<file path="src/rtl/deconv_pkg.sv">
// rtl/deconv_pkg.sv - shared sizing and state encoding for the deconvolution result streamer
package deconv_pkg;

  localparam int N          = 2;
  localparam int K          = 3;
  localparam int PIXEL_BITS = 8;
  localparam int NK         = N * K;
  localparam int ADDR_W     = $clog2(NK * NK);
  localparam int DIM_W      = $clog2(NK) + 1;
  localparam int ACC_W      = PIXEL_BITS * 4;
  localparam int SH_W       = $clog2(ACC_W);

  typedef enum logic [1:0] {
    IDLE   = 2'd0,
    STREAM = 2'd1,
    DRAIN  = 2'd2,
    DONE   = 2'd3
  } state_t;

endpackage

</file>
<file path="src/rtl/requant_sat.sv">
// rtl/requant_sat.sv - logical right shift of an accumulator with unsigned saturation to pixel width
module requant_sat #(
  parameter int ACC_W = 32,
  parameter int PIX_W = 8,
  parameter int SH_W  = 5
) (
  input  logic [ACC_W-1:0] i_acc,
  input  logic [SH_W-1:0]  i_shift,
  output logic [PIX_W-1:0] o_pix
);

  logic [ACC_W-1:0] w_shifted;

  assign w_shifted = i_acc >> i_shift;
  assign o_pix     = (|w_shifted[ACC_W-1:PIX_W]) ? {PIX_W{1'b1}} : w_shifted[PIX_W-1:0];

endmodule

</file>
<file path="src/rtl/deconv_result_streamer.sv">
// rtl/deconv_result_streamer.sv - sweeps the engine result memory and streams requantised pixels
module deconv_result_streamer
  import deconv_pkg::*;
(
  input  logic                  i_clk,
  input  logic                  i_rst_n,
  input  logic                  i_conv_done,
  input  logic [DIM_W-1:0]      i_out_width,
  input  logic [SH_W-1:0]       i_shift,
  output logic [ADDR_W-1:0]     o_result_address,
  input  logic [ACC_W-1:0]      i_final_output,
  output logic [PIXEL_BITS-1:0] o_m_data,
  output logic                  o_m_valid,
  input  logic                  i_m_ready,
  output logic                  o_m_last,
  output logic                  o_busy,
  output logic                  o_frame_done
);

  state_t                r_state;
  state_t                w_next_state;
  logic [DIM_W-1:0]      r_row;
  logic [DIM_W-1:0]      r_col;
  logic [DIM_W-1:0]      r_w;
  logic [SH_W-1:0]       r_shift;
  logic [PIXEL_BITS-1:0] r_m_data;
  logic                  r_m_valid;
  logic                  r_m_last;
  logic                  r_busy;

  logic [DIM_W-1:0]      w_width_clamped;
  logic [DIM_W-1:0]      w_w_last;
  logic                  w_at_end;
  logic                  w_load;
  logic                  w_accept;
  logic                  w_frame_done;
  logic [PIXEL_BITS-1:0] w_pix;

  assign w_width_clamped = (i_out_width > DIM_W'(NK)) ? DIM_W'(NK) : i_out_width;
  assign w_w_last        = r_w - DIM_W'(1);
  assign w_at_end        = (r_row == w_w_last) && (r_col == w_w_last);
  assign w_load          = (r_state == STREAM) && (!r_m_valid || i_m_ready);
  assign w_accept        = r_m_valid && i_m_ready;

  assign o_result_address = ADDR_W'(r_row) * ADDR_W'(NK) + ADDR_W'(r_col);
  assign o_m_data         = r_m_data;
  assign o_m_valid        = r_m_valid;
  assign o_m_last         = r_m_last;
  assign o_busy           = r_busy;
  assign o_frame_done     = w_frame_done;

  requant_sat #(
    .ACC_W (ACC_W),
    .PIX_W (PIXEL_BITS),
    .SH_W  (SH_W)
  ) u_requant (
    .i_acc   (i_final_output),
    .i_shift (r_shift),
    .o_pix   (w_pix)
  );

  always_ff @(posedge i_clk or negedge i_rst_n) begin
    if (!i_rst_n) begin
      r_state <= IDLE;
    end else begin
      r_state <= w_next_state;
    end
  end

  always_comb begin
    w_next_state = r_state;
    w_frame_done = 1'b0;
    case (r_state)
      IDLE: begin
        if (i_conv_done) begin
          w_next_state = (w_width_clamped == '0) ? DONE : STREAM;
        end
      end
      STREAM: begin
        if (w_load && w_at_end) begin
          w_next_state = DRAIN;
        end
      end
      DRAIN: begin
        if (w_accept) begin
          w_next_state = DONE;
        end
      end
      DONE: begin
        w_frame_done = 1'b1;
        w_next_state = IDLE;
      end
      default: w_next_state = IDLE;
    endcase
  end

  // Counters stay on the final pixel after its load so the address never leaves the window.
  always_ff @(posedge i_clk or negedge i_rst_n) begin
    if (!i_rst_n) begin
      r_row     <= '0;
      r_col     <= '0;
      r_w       <= '0;
      r_shift   <= '0;
      r_m_data  <= '0;
      r_m_valid <= 1'b0;
      r_m_last  <= 1'b0;
      r_busy    <= 1'b0;
    end else begin
      if (r_state == IDLE && i_conv_done) begin
        r_w     <= w_width_clamped;
        r_shift <= i_shift;
        r_row   <= '0;
        r_col   <= '0;
        r_busy  <= (w_width_clamped != '0);
      end
      if (w_load) begin
        r_m_data  <= w_pix;
        r_m_valid <= 1'b1;
        r_m_last  <= w_at_end;
        if (!w_at_end) begin
          if (r_col == w_w_last) begin
            r_col <= '0;
            r_row <= r_row + DIM_W'(1);
          end else begin
            r_col <= r_col + DIM_W'(1);
          end
        end
      end
      if (r_state == DRAIN && w_accept) begin
        r_m_valid <= 1'b0;
        r_m_last  <= 1'b0;
        r_busy    <= 1'b0;
      end
    end
  end

endmodule

</file>
<file path="config.mk">
export PLATFORM = sky130hd
export DESIGN_NAME = deconv_result_streamer
export DESIGN_NICKNAME = d
export VERILOG_FILES = /design/src/rtl/deconv_pkg.sv /design/src/rtl/requant_sat.sv /design/src/rtl/deconv_result_streamer.sv
export SDC_FILE = /design/constraint.sdc
export NUM_CORES = 1
export LEC_CHECK = 0
export BUFFER_PORTS_ARGS = -buffer_cell sky130_fd_sc_hd__buf_2
export CAP_MARGIN = 20
export CORE_MARGIN = 2
export CORE_UTILIZATION = 45
export CTS_CLUSTER_SIZE = 28
export DETAILED_ROUTE_END_ITERATION = 7
export GPL_TIMING_DRIVEN = 0
export PLACE_DENSITY = 0.66
export SLEW_MARGIN = 15
export SYNTH_ARGS = -nofsm -noshare
export SYNTH_HDL_FRONTEND = slang
export SYNTH_HIERARCHICAL = 1
export SYNTH_SLANG_ARGS = --single-unit
</file>
<file path="constraint.sdc">
create_clock -name i_clk -period 3.18 [get_ports i_clk]
set_input_delay 0.477 -clock i_clk [delete_from_list [all_inputs] [get_ports i_clk]]
set_output_delay 0.477 -clock i_clk [all_outputs]
set_load 0.02 [all_outputs]
</file>
# Word-level counts from Yosys, hierarchy flattened
# Cells that the tools add are included.
# totals
word_cells	61
output_inout_bits	18
regBits	30
in_bits	45
# classes
n_eq_ne	8
magnitude_cmp	1
mul	1
shift	1
muxes	22
addsub	4
reduce_logical	15
# ops
cell	n
two-way mux 4 bit	9
right shift 32 x 5 -> 32 bit	1
OR reduction 24 bit	1
adder 4 x 1 -> 4 bit (second input constant)	2
equality test 4 bit	2
two-way mux 2 bit	4
two-way mux 8 bit	1
one-hot mux 2 bit (4 select lines)	1
two-way mux 1 bit	7
adder 6 x 4 -> 6 bit	1
logical AND 1 bit	6
multiplier 4 x 2 -> 5 bit (second input constant)	1
equality test 2 bit (second input constant)	2
> comparator 4 x 3 -> 1 bit (second input constant)	1
logical NOT 4 bit	1
inequality test 2 bit (second input constant)	2
nonzero test 2 bit	2
nonzero test 4 bit	1
subtractor 4 x 1 -> 4 bit (second input constant)	1
AND reduction 3 bit	1
equality test 2 x 1 -> 1 bit (second input constant)	1
logical NOT 2 bit	1
inequality test 2 x 1 -> 1 bit (second input constant)	1
logical NOT 1 bit	1
logical OR 1 bit	1

# Longest topological paths before layout
# Gate-level depths: netlist of the first run.
# depth
depth_word	6
ltp_mapped	12
mapped_depth_nobuf	8

# By module
# Netlist of the first run, hierarchy kept.
# modules_own_cells
mod	area_each_um2	seq_area_each_um2	cells_per_inst	instances
deconv_result_streamer	1795.5	750.7	174	1
requant_sat	1794.2	0.0	193	1

# Least setup slack after synthesis of the first run
# Ideal clock, no wire load.
# synth_timing
path_type	register to register
start	register r_shift[0]
end	register r_m_data[0], in the netlist o_m_data[0]
setup_time_ns	0.117
synth_period_minus_slack_ns	2.616
path_stages_with_launch	11
t_arrival_ns	2.499
required_ns	3.063
n_path_buf	2
slack_ns	0.564
path_cell_list	dfrtp_1 -> buf_6 -> buf_6 -> mux4_2 -> nor3_2 -> nand2_1 -> or3_4 -> a2111oi_4 -> a32oi_1 -> nand2_1 -> nand2_1
# synth_via
elab_chain_cells	3
# synth_rtl
item	line	source
start: declaration	deconv_result_streamer.sv:25	logic [SH_W-1:0] r_shift;
start signal: assignment	deconv_result_streamer.sv:111	r_shift <= i_shift;
right shift 32 x 5 -> 32 bit *	requant_sat.sv:14	assign w_shifted = i_acc >> i_shift;
OR reduction 24 bit	requant_sat.sv:15	assign o_pix = (|w_shifted[ACC_W-1:PIX_W]) ? {PIX_W{1'b1}} : w_shifted[PIX_W-1:0];
two-way mux 8 bit *	requant_sat.sv:15	
net w_pix[0]	deconv_result_streamer.sv:37	logic [PIXEL_BITS-1:0] w_pix;
end signal: assignment	deconv_result_streamer.sv:117	r_m_data <= w_pix;
end: declaration	deconv_result_streamer.sv:26	logic [PIXEL_BITS-1:0] r_m_data;
# The timed path passes the listed nets; every way through them passes the cells marked *.
# A chain may end at the register's enable or synchronous reset.

# Final worst setup path of the first run
# layout_timing
start	register r_row[0]
end	output o_result_address[5]
# layout_via
elab_chain_cells	2
# layout_rtl
item	line	source
start: declaration	deconv_result_streamer.sv:22	logic [DIM_W-1:0] r_row;
start signal: assignment	deconv_result_streamer.sv:123	r_row <= r_row + DIM_W'(1);
multiplier 4 x 2 -> 5 bit	deconv_result_streamer.sv:45	assign o_result_address = ADDR_W'(r_row) * ADDR_W'(NK) + ADDR_W'(r_col);
adder 6 x 4 -> 6 bit	deconv_result_streamer.sv:45	
end: declaration	deconv_result_streamer.sv:10	output logic [ADDR_W-1:0] o_result_address,
# Every way passes these cells.

==> results.md, run 1 <==
- The number of placement rows is 32.
- Across the routed clock network, the largest skew measured is 0.00262 ns.
- The number of distinct library cells after synthesis is 67.
- The tightest min-delay check is of the in2async type.
- The area share of the leading cell type in the synthesized netlist is 20.9%.
- The effective utilization at floorplan is 46.5%.
- The number of global-route vias before repair is 3122.
- The cell area after technology mapping is 3590 sq um.
- The total wire length after detailed routing is 9180 microns.
- The average routed wire per standard cell is 17.0 microns.
- Counting flops with an async set or reset pin after synthesis yields a share of 100%.
- The x dimension of the die is 93.3 microns.
- In the final design database the tool counted 497 nets.
- Cells fill 53.6% of the core in the end.
- The synthesized area per cell is 9.78 sq um.
- In the final timing run, aggregate negative setup slack is 0 ns.
- The run finished with clean final reports.
- In this design, the stage delay of the slowest critical-path cell is 0.47 ns.
- For this run, the detailed router's first-pass iteration total came to 4.
- The total nets after synthesis is 427.
- The dominant cell type by area after synthesis is sky130_fd_sc_hd__dfrtp_1.
- Routability-driven placement finished with a final weighted congestion of 0.911.
- The critical path's slowest cell is sky130_fd_sc_hd__fa_1.
- The synthesized design contains 0 enable-type register cells.
- The synthesized design contains 30 register bits.
- In this run the remaining antenna-violating nets after routing total 0.
- Once detailed placement completed, the half-perimeter wirelength came to 7360 microns.
- The tightest hold path in the finished design has a slack of 0.233 ns.
- STA puts the critical path data arrival time at 2.53 ns.
- The data required time of the worst path is 2.70 ns.
- The max-slew violation count is 0.
- The synthesis-to-finish area growth is 15.4%.
- The overflow left after global routing is 0.
- The number of antenna repair diodes is 0.
- The worst setup path is launched from a flop.
- The post-layout minimum cycle time is 3.01 ns.
- The source-to-sink clock delay at the later pin of the worst-skew pair is 0.27 ns.
- Sorting the synthesized cells by area gives the leading types as sky130_fd_sc_hd__dfrtp_1 (21%), sky130_fd_sc_hd__mux4_2 (18%), sky130_fd_sc_hd__mux2i_1 (7.0%).
- For this run, the register share of the synthesized area comes to 20.9%.
- The number of buffers added to fix hold violations after cts is 0.
- The total of max-cap violations is 0.
- The clock transition at the register clock pins on the worst setup and hold paths after CTS is 0.06 ns.
- Entering global routing, the biggest net connects 31 pins.
- Power comes to 4150 uW.
- The worst IR drop on VDD is 429 uV.
- The number of buffers created by CTS is 5.
- The die span in y is 93.3 microns.
- The power density relative to cell area is 1000 nW/um^2.
- The die covers 8710 sq um.
- The highest net fanout along the worst path is 6.
- In the synthesized netlist the dominant register cell turns out to be sky130_fd_sc_hd__dfrtp_1.
- The final critical path takes up 94.7% of the cycle.
- The first routing iteration left 159 violations.
- Excluding fillers, the count of instances in the completed layout stands at 540.
- After detailed placement, the design holds a cell count of 531.
- The via count normalized by instance count is 5.89.
- The total number of clock tree sinks is 30.
- The first-pass GRT wire length is 15500 microns.
- The core region is 7730 sq um.
- The tree is rooted in a sky130_fd_sc_hd__clkbuf_8.
- The count of yosys warnings during synthesis is 6.
- The critical path is of the reg2out type.
- Setup repair after global routing left no endpoint under its margin.
- For this design the top-level I/O count stands at 63.
- The maximum count of clock buffers along a single path is 2.
- Global routing consumed, over all layers together, 22.1% of the routing resources.
- In this run the static leakage power is 0.00190 uW.
- The ratio of cells with drive above 1 in the final layout is 33.6%.
- Among cell families on the critical path, the largest total delay comes from adder cells.
- In this run the tightest slew margin relative to its limit is 49.2%.
- The number of buffer and inverter stages on the critical path is 3.
- The H-tree was split into 2 levels.
- The slew at the pin closest to its max-slew limit is 0.743 ns.
- The routed via count is 3178.
- The count of endpoints failing hold in the final timing report is 0.
- The initial antenna violation count came to 0.
- The number of port buffers is 62.
- Traced cell by cell, the critical path runs through ha_1 -> inv_1 -> fa_1 -> inv_1 -> ha_1 -> a21o_1 -> nand2_1 -> xor3_1 -> buf_2.
- Synthesis handed over a netlist of 367 instances.
- The total setup violations reported at the end of the flow is 0.
- The capturing element type of the critical path is an output pin.
- The TritonCTS clock tree is yes.
- Based on the critical path, the design can be clocked at up to 0.332 GHz.
- After detailed routing, the number of remaining DRC violations is 0.
layout make-up:
type | instances | area (sq um)
Fill cell | 711 | 3590
Multi-Input combinational cell | 301 | 2650
Sequential cell | 30 | 753
Timing Repair Buffer | 63 | 318
Buffer | 23 | 154
Tap cell | 102 | 128
Clock buffer | 7 | 86.3
Inverter | 13 | 48.8
Clock inverter | 1 | 5.00
Yosys cell counts (all sizes together) (2+ instances only):
cell	number
nand2	59
nor2	31
dfrtp	30
mux4	29
mux2i	25
mux2	18
buf	16
ha	13
inv	13
o21ai	11
a21oi	10
a32oi	8
xnor2	8
clkbuf	7
nand3	7
nor2b	6
nor3	6
and2	5
nand4	5
xor2	5
a21o	4
a221o	3
a31oi	3
nand3b	3
nor4b	3
a2111oi	2
a221oi	2
a22o	2
a2bb2oi	2
fa	2
nor4	2
o211ai	2
o21bai	2
or3	2
or4	2
placed cells by master, fill, tap and decap left out, drive strengths merged, types with 4 or more instances in the layout:
| master | count |
|---|---|
| buf | 79 |
| nand2 | 59 |
| nor2 | 31 |
| dfrtp | 30 |
| mux4 | 29 |
| mux2i | 25 |
| mux2 | 18 |
| clkbuf | 14 |
| inv | 13 |
| ha | 13 |
| o21ai | 11 |
| a21oi | 10 |
| a32oi | 8 |
| xnor2 | 8 |
| nand3 | 7 |
| nor2b | 6 |
| nor3 | 6 |
| xor2 | 5 |
| nand4 | 5 |
| and2 | 5 |
| a21o | 4 |
cell families after synthesis:
logic type	count (synthesis)	synth area share (%)
simple gates	139	19.1
fa+ha+maj	15	5.65
mux	72	31.1
xor+xnor	15	4.67
flops	30	20.9
buf+inv	36	5.65
compound gates	60	12.9
final timing paths:
check                                  from                  end  slack [ns]  depth (start not counted)
worst max-delay path               r_row[0]  o_result_address[5]        0.17                          9
max in group asynchronous           i_rst_n             r_row[1]        2.48                          1
worst min-delay path                i_rst_n             r_row[0]        0.23                          1
worst min register to register  o_m_data[0]          o_m_data[0]        0.47                          2
worst max register to register   r_shift[1]          o_m_data[4]        0.27                         12
min in group i_clk               i_shift[0]           r_shift[0]        0.43                          2
routing by layer:
layer | global-route usage (%) | share of wire [%] | vias to the layer above
li1 | - | - | 1528
met1 | 31.2 | 46 | 1532
met2 | 35.4 | 46 | 104
met3 | 4.27 | 5.8 | 14
met4 | 4.90 | 1.5 | 0
met5 | 0 | 0 | -
sequential cells by signal, indices dropped and copies added (netlist names):
register	count
o_m_data	8
r_shift	5
r_col	4
r_row	4
r_w	4
r_state	2
o_busy	1
o_m_last	1
o_m_valid	1
what timing repair did:
action	CTS	global route
setup endpoints to repair	0	9
buffers inserted	0	1
gates resized for setup	0	4
power breakdown:
group / leakage, uW / internal [uW] / switching (uW)
clock: 0.0000482 / 174 / 135
combinational: 0.00149 / 1390 / 1730
sequential: 0.000367 / 544 / 166
total: 0.00190 / 2110 / 2030
metrics by stage:
step / worst slack, ns / area, sq um
2_1_floorplan: 0.564 / 3590
3_3_place_gp: 0.234 / 4030
3_5_place_dp: 0.185 / 4030
4_1_cts: 0.0789 / 4120
5_1_grt: 0.0175 / 4140
6_report: 0.169 / 4140
Power figures use the tool's default switching activity.
==> run 2, diff against run 1 <==
==> constraint.sdc (replaced) <==
create_clock -name i_clk -period 3.18 [get_ports i_clk]
set_input_delay 0.636 -clock i_clk [delete_from_list [all_inputs] [get_ports i_clk]]
set_output_delay 0.636 -clock i_clk [all_outputs]
set_load 0.02 [all_outputs]
==> results.md, run 2 (same netlist as run 1, synthesis figures left out) <==
- The number of H-tree branching levels is 2.
- The die span in y is 93.3 microns.
- The average routed wire per standard cell is 17.0 microns.
- The core region is 7730 sq um.
- The flow ran to the end, and the final reports show no timing, DRC or antenna violations.
- The total setup violations reported at the end of the flow is 0.
- Leaving out fill and tap cells, the most frequent cells in the layout are sky130_fd_sc_hd__buf_2 (68), sky130_fd_sc_hd__nand2_1 (59), sky130_fd_sc_hd__nor2_1 (31).
- The count of endpoints failing hold in the final timing report was 0.
- The finished layout holds 543 standard cells, fillers aside.
- Routability-driven placement finished with a final weighted congestion of 0.911.
- The effective utilization at floorplan is 46.5%.
- For the pin with the worst max-slew slack, the measured transition is 0.833 ns.
- The x dimension of the die is 93.3 microns.
- STA puts the critical path data required time at 2.54 ns.
- The capturing element type of the critical path is an output pin.
- Headroom to the max-slew limit came out at 43.0%.
- The maximum count of clock buffers along a single path is 2.
- The number of global-route vias before repair is 3130.
- The design draws 4170 uW.
- The final HPWL from detailed placement is 7360 microns.
- Summed over all layers, the global routing overflow is 0.
- Setup total negative slack on the finished layout was measured at 0 ns.
- Clock-pin slew was measured on the worst setup and hold paths at 0.06 ns.
- The first global-routing pass estimated 15500 microns of wire.
- The total number of clock tree sinks is 30.
- The number of port buffers is 62.
- The worst register-to-register path begins at r_shift[1].
- The maximum number of pins on one net before global-route repair is 31.
- The static power due to leakage is 0.00191 uW.
- The first TritonRoute pass finished after 4 iterations.
- The critical path in this run is classified as reg2out.
- The worst setup path is launched from a flop.
- The max-slew violation count came to 0.
- The via count normalized by instance count is 5.84.
- The synthesis-to-finish area growth is 16.5%.
- Setup repair after global routing left no endpoint under its margin.
- The routed via count is 3171.
- Counting tap cells, the placed design contains a total of 531 instances.
- For this design the top-level I/O count stands at 63.
- Once detail routing completed, the nets flagged for antenna violations numbered 0.
- The endpoint identified for the worst register-to-register timing path is o_m_data[4].
- The number of antenna diodes in the final layout is 0.
- The delay of the slowest cell on the worst path is 0.47 ns.
- The ratio of cells with drive above 1 in the final layout is 34.7%.
- Clock tree synthesis selected as its root buffer the cell sky130_fd_sc_hd__clkbuf_8.
- On the critical path, the stage with the largest delay is an instance of sky130_fd_sc_hd__fa_1.
- The TritonCTS clock tree is yes.
- The total number of nets in the final design is 500.
- The routed design has 9220 microns of wire.
- The area of the die is 8710 sq um.
- The post-layout minimum cycle time is 3.03 ns.
- Measured on the finished design, the core utilization comes to 54.1%.
- The worst hold path belongs to the class in2async.
- For the worst setup path, the data arrival time is 2.39 ns.
- The first routing iteration left 144 violations.
- The initialized floorplan defines 32 standard-cell rows.
- The cell type with the highest occurrence count on the critical path is sky130_fd_sc_hd__inv_1.
- Between clock sinks in the finished design, the worst skew comes to 0.00265 ns.
- The remaining routing DRC violations is 0.
- At the later pin of the worst-skew pair, clock insertion delay measures 0.27 ns.
- For flop-to-flop paths, the worst setup slack is 0.27 ns.
- The most frequent standard cell in the layout excluding fill and tap cells is sky130_fd_sc_hd__buf_2.
- Timing would allow up to 0.330 GHz.
- Of all nets on the critical path, the largest fanout is 3.
- The flip-flop count of the largest register after layout is 8.
- Dividing total power by cell area gives a power density of 998 nW/um^2.
- The path depth of the worst reg2reg path is 12.
- The total of max-cap violations is 0.
- The worst IR drop on VDD is 427 uV.
- The signal on the critical path passes through ha_2 -> inv_1 -> fa_1 -> inv_1 -> ha_4 -> a21o_1 -> nand2_1 -> xor3_1 -> buf_2.
- Counting the buffers created by CTS gives 5.
- The global-route usage over all layers is 22.1%.
- The initial antenna violation count is 0.
- The ratio of final minimum period to clock period is 95.2%.
==> run 2: worst max-delay path: cells and delay by family (launching register included) <==
family	cells	cell delay, ns
flip-flops	1	0.37
AO/OA/AOI/OAI	1	0.11
adder cells (fa/ha/maj)	3	0.93
buffers and inverters	3	0.29
AND/OR/NAND/NOR	1	0.07
XOR/XNOR	1	0.34
==> run 2: layer usage <==
metal  vias up  track usage, %  routed length (microns)
met3        14            4.27                      631
li1       1533               -                        -
met1      1512            31.3                     4180
met2       112            35.4                     4290
met4         0            4.90                      127
met5         -               0                        0
==> run 2: where the power goes <==
group,switching [uW],total (uW),internal [uW],leakage (uW)
sequential,155,699,544,0.000365
clock,136,310,174,0.0000482
combinational,1750,3160,1410,0.00150
==> run 2: worst max-delay path by stage <==
| stage | depth (start not counted) | from | end | slack, ns |
|---|---|---|---|---|
| CTS | 9 | r_row[1] | o_result_address[5] | 0.01 |
| global placement | 9 | i_final_output[30] | o_m_data[5] | 0.15 |
| finish | 9 | r_row[1] | o_result_address[5] | 0.15 |
| floorplan | 8 | r_row[0] | o_result_address[5] | 0.43 |
| global route | 9 | r_row[1] | o_result_address[5] | 0.0004 |
| detailed placement | 9 | i_final_output[30] | o_m_data[4] | 0.13 |
==> run 2: cell type report <==
class | count | area (sq um)
inverter | 13 | 48.8
clock inverter | 1 | 5.00
buffer | 23 | 154
sequential | 30 | 754
multi-input combinational | 301 | 2660
timing repair buffer | 66 | 340
tap | 102 | 128
fill | 708 | 3550
clock buffer | 7 | 86.3
==> run 2: what timing repair did <==
item / CTS / global route
setup endpoints to repair: 1 / 9
pin swaps: 0 / 1
setup buffers: 1 / 3
hold buffers: 0 / 0
resized for setup: 2 / 5
==> run 2: through the flow <==
| step | setup slack [ns] | hold WS (ns) | area, sq um |
|---|---|---|---|
| finish | 0.152 | 0.396 | 4180 |
| global route | 0.000386 | 0.448 | 4180 |
| CTS | 0.0100 | 0.411 | 4130 |
| detailed placement | 0.131 | 0.463 | 4030 |
| global placement | 0.150 | 0.459 | 4030 |
| floorplan | 0.426 | 0.340 | 3590 |
==> run 3, diff against run 2 <==
CORE_UTILIZATION = 43   (was 45)
PLACE_DENSITY = unset   (was 0.66)
==> results.md, run 3 (same netlist as run 1, synthesis figures left out) <==
- Registers take 754 sq um.
- Setup repair after global routing left no endpoint under its margin.
- STA classifies the critical path endpoint as an output pin.
- The path type of the worst setup path is reg2out.
- The launching element type of the critical path is a flop.
- The TritonCTS clock tree is yes.
- CTS saw 30 sinks.
- The total non-filler cell area in the finished layout is 4160 sq um.
- The post-route antenna net violation count is 0.
- The maximum count of clock buffers along a single path is 2.
- Internal power comes to 2130 uW.
- The cell that appears most often on the critical path is sky130_fd_sc_hd__inv_1.
- The H-tree was split into 2 levels.
- After detailed routing, the average wire length per cell comes to 17.6 microns.
- The switching fraction of total power is 49.2%.
- The final worst setup slack is 0.105 ns.
- The number of placement rows is 33.
- The area of the die is 9100 sq um.
- After global routing the overflow that remains totals 0.
- The final HPWL from detailed placement is 7610 microns.
- The clock transition at the register clock pins on the worst setup and hold paths after CTS is 0.06 ns.
- Across the VDD grid, the largest voltage drop is 365 uV.
- Counting I/O delays and the setup requirement, the final critical path takes 3.08 ns.
- The clock network accounts for 7.2% of the total power.
- For this run, the slowest stage of the critical path takes 0.47 ns.
- The filler cell count in the final layout is 773.
- The tree is rooted in a sky130_fd_sc_hd__clkbuf_8.
- The remaining max-slew budget at the tightest pin is 48.0%.
- The die span in y is 95.4 microns.
- The number of port buffers is 62.
- The remaining routing DRC violations is 0.
- The region available for standard cell placement spans 8130 sq um.
- The source-to-sink clock delay at the later pin of the worst-skew pair is 0.28 ns.
- The number of antenna repair diodes is 0.
- The routed layout has 3222 vias.
- The max-slew violation count is 0.
- The arrival time at the worst endpoint is 2.44 ns.
- The count of endpoints failing hold in the final timing report was 0.
- Clock skew on the completed layout was measured at 0.00458 ns.
- STA puts the critical path data required time at 2.54 ns.
- In the final timing run, aggregate negative setup slack is 0 ns.
- The total number of nets in the final design is 499.
- In this run, CTS created clock tree buffers numbering 5.
- In the final layout, the multi-input gates occupy 2660 sq um.
- In this run the worst hold path is classified as in2async.
- The cell family contributing the most delay on the critical path is adder cells.
- The via count normalized by instance count is 5.93.
- The die is 95.4 microns wide.
- The number of violations reported at the end of detailed-routing iteration 0 is 212.
- The ratio of final minimum period to clock period is 96.7%.
- At the end of routability-driven placement, the weighted congestion stood at 0.892.
- The top cell types in the final layout, fill and taps aside, are sky130_fd_sc_hd__buf_2 (68), sky130_fd_sc_hd__nand2_1 (59), sky130_fd_sc_hd__nor2_1 (31).
- The flow ran to the end, and the final reports show no timing, DRC or antenna violations.
- The maximum number of pins on one net before global-route repair is 31.
- The first-pass GRT wire length is 15200 microns.
- 63 I/O pins were placed.
- The critical path's slowest cell is sky130_fd_sc_hd__fa_1.
- The upper clock frequency limit is 0.325 GHz.
- For this run, the detailed router's first-pass iteration total came to 5.
- In this run the static leakage power is 0.00190 uW.
- The most frequent standard cell in the layout excluding fill and tap cells is sky130_fd_sc_hd__buf_2.
- The critical path goes through ha_4 -> inv_1 -> fa_1 -> inv_1 -> ha_1 -> a21o_1 -> nand2_1 -> xor3_1 -> buf_2.
- The effective utilization at floorplan is 44.1%.
- The register with the most flip-flops in the layout has 8 of them.
- Cells with a size suffix above 1 make up 34.0% of the layout.
- Setup violations remaining at the end of the flow were counted as 0.
- For this run, the total global-route usage over all layers was measured as 21.5%.
- For the pin with the worst max-slew slack, the measured transition is 0.760 ns.
- From synthesis to final layout, the design area changed by 15.9%.
- The switching power total is 2060 uW.
- The number of global-route vias before repair is 3008.
- The total of max-cap violations is 0.
- The share of total power dissipated in sequential elements is 16.8%.
- The number of buffer and inverter stages on the critical path is 3.
- The smallest hold slack is 0.393 ns.
- The combinational fraction of design power is 76.1%.
- Dividing total power by cell area gives a power density of 1010 nW/um^2.
- The initial antenna violation count is 0.
- In this run the cell area measured after placement is 4030 sq um.
- The final layout contains routed wiring with a total length of 9550 microns.
- At the placement stage, the worst setup path has a slack of 0.112 ns.
- In this run the worst path has a maximum fanout of 5.
[run 3: final timing paths]
check / startpoint / to / slack (ns) / cells after the start
max: r_row[1] / o_result_address[5] / 0.10 / 9
min: i_rst_n / r_state[1] / 0.39 / 1
max reg2reg: r_shift[1] / o_m_data[2] / 0.27 / 11
min reg2reg: o_m_data[5] / o_m_data[5] / 0.47 / 2
max in group asynchronous: i_rst_n / r_row[2] / 2.30 / 1
min in group i_clk: o_m_data[5] / o_m_data[5] / 0.47 / 2
[run 3: cell type report]
class	count	area share [%]
clock buffer	6	1.99
tap	105	3.16
multi-input combinational	301	63.8
timing repair buffer	65	8.00
inverter	13	1.17
buffer	23	3.70
sequential	30	18.1
[run 3: power by group through the flow]
stage / clock network [uW] / logic, uW / registers, uW
2_1_floorplan: 0 / 2350 / 759
3_3_place_gp: 0 / 3060 / 712
3_5_place_dp: 0 / 3090 / 720
4_1_cts: 309 / 3130 / 704
5_1_grt: 325 / 3460 / 729
6_report: 299 / 3180 / 701
[run 3: through the flow]
stage / utilization [%] / std cells / power (uW)
3_3_place_gp: 49.6 / 534 / 3780
5_1_grt: 51.1 / 543 / 4510
3_5_place_dp: 49.6 / 534 / 3810
2_1_floorplan: - / 367 / 3100
6_report: 51.1 / 543 / 4180
4_1_cts: 50.7 / 541 / 4140
[run 3: metal layers]
metal  routed length [microns]  GRT usage [%]  up-vias
met5                         0              0        -
met4                       122           4.76        0
met3                       648           3.95       11
met2                      4490           33.7      144
met1                      4290           30.9     1545
li1                          -              -     1522
[run 3: worst register-to-register path, delay by kind of cell (launching register included)]
kind / cells / cell delay (ns)
AOI/OAI and AO/OA: 4 / 1.01
buffers and inverters: 3 / 0.49
DFF: 1 / 0.39
muxes: 1 / 0.33
and+or+nand+nor: 3 / 0.58
[run 3: repair_timing]
action                                 4_1_cts  5_1_grt
gates resized for setup                      2        4
hold buffers                                 0        0
pin swaps                                    0        1
setup endpoints to repair                    1        4
buffers inserted                             1        2
endpoints found under the hold margin        0        0
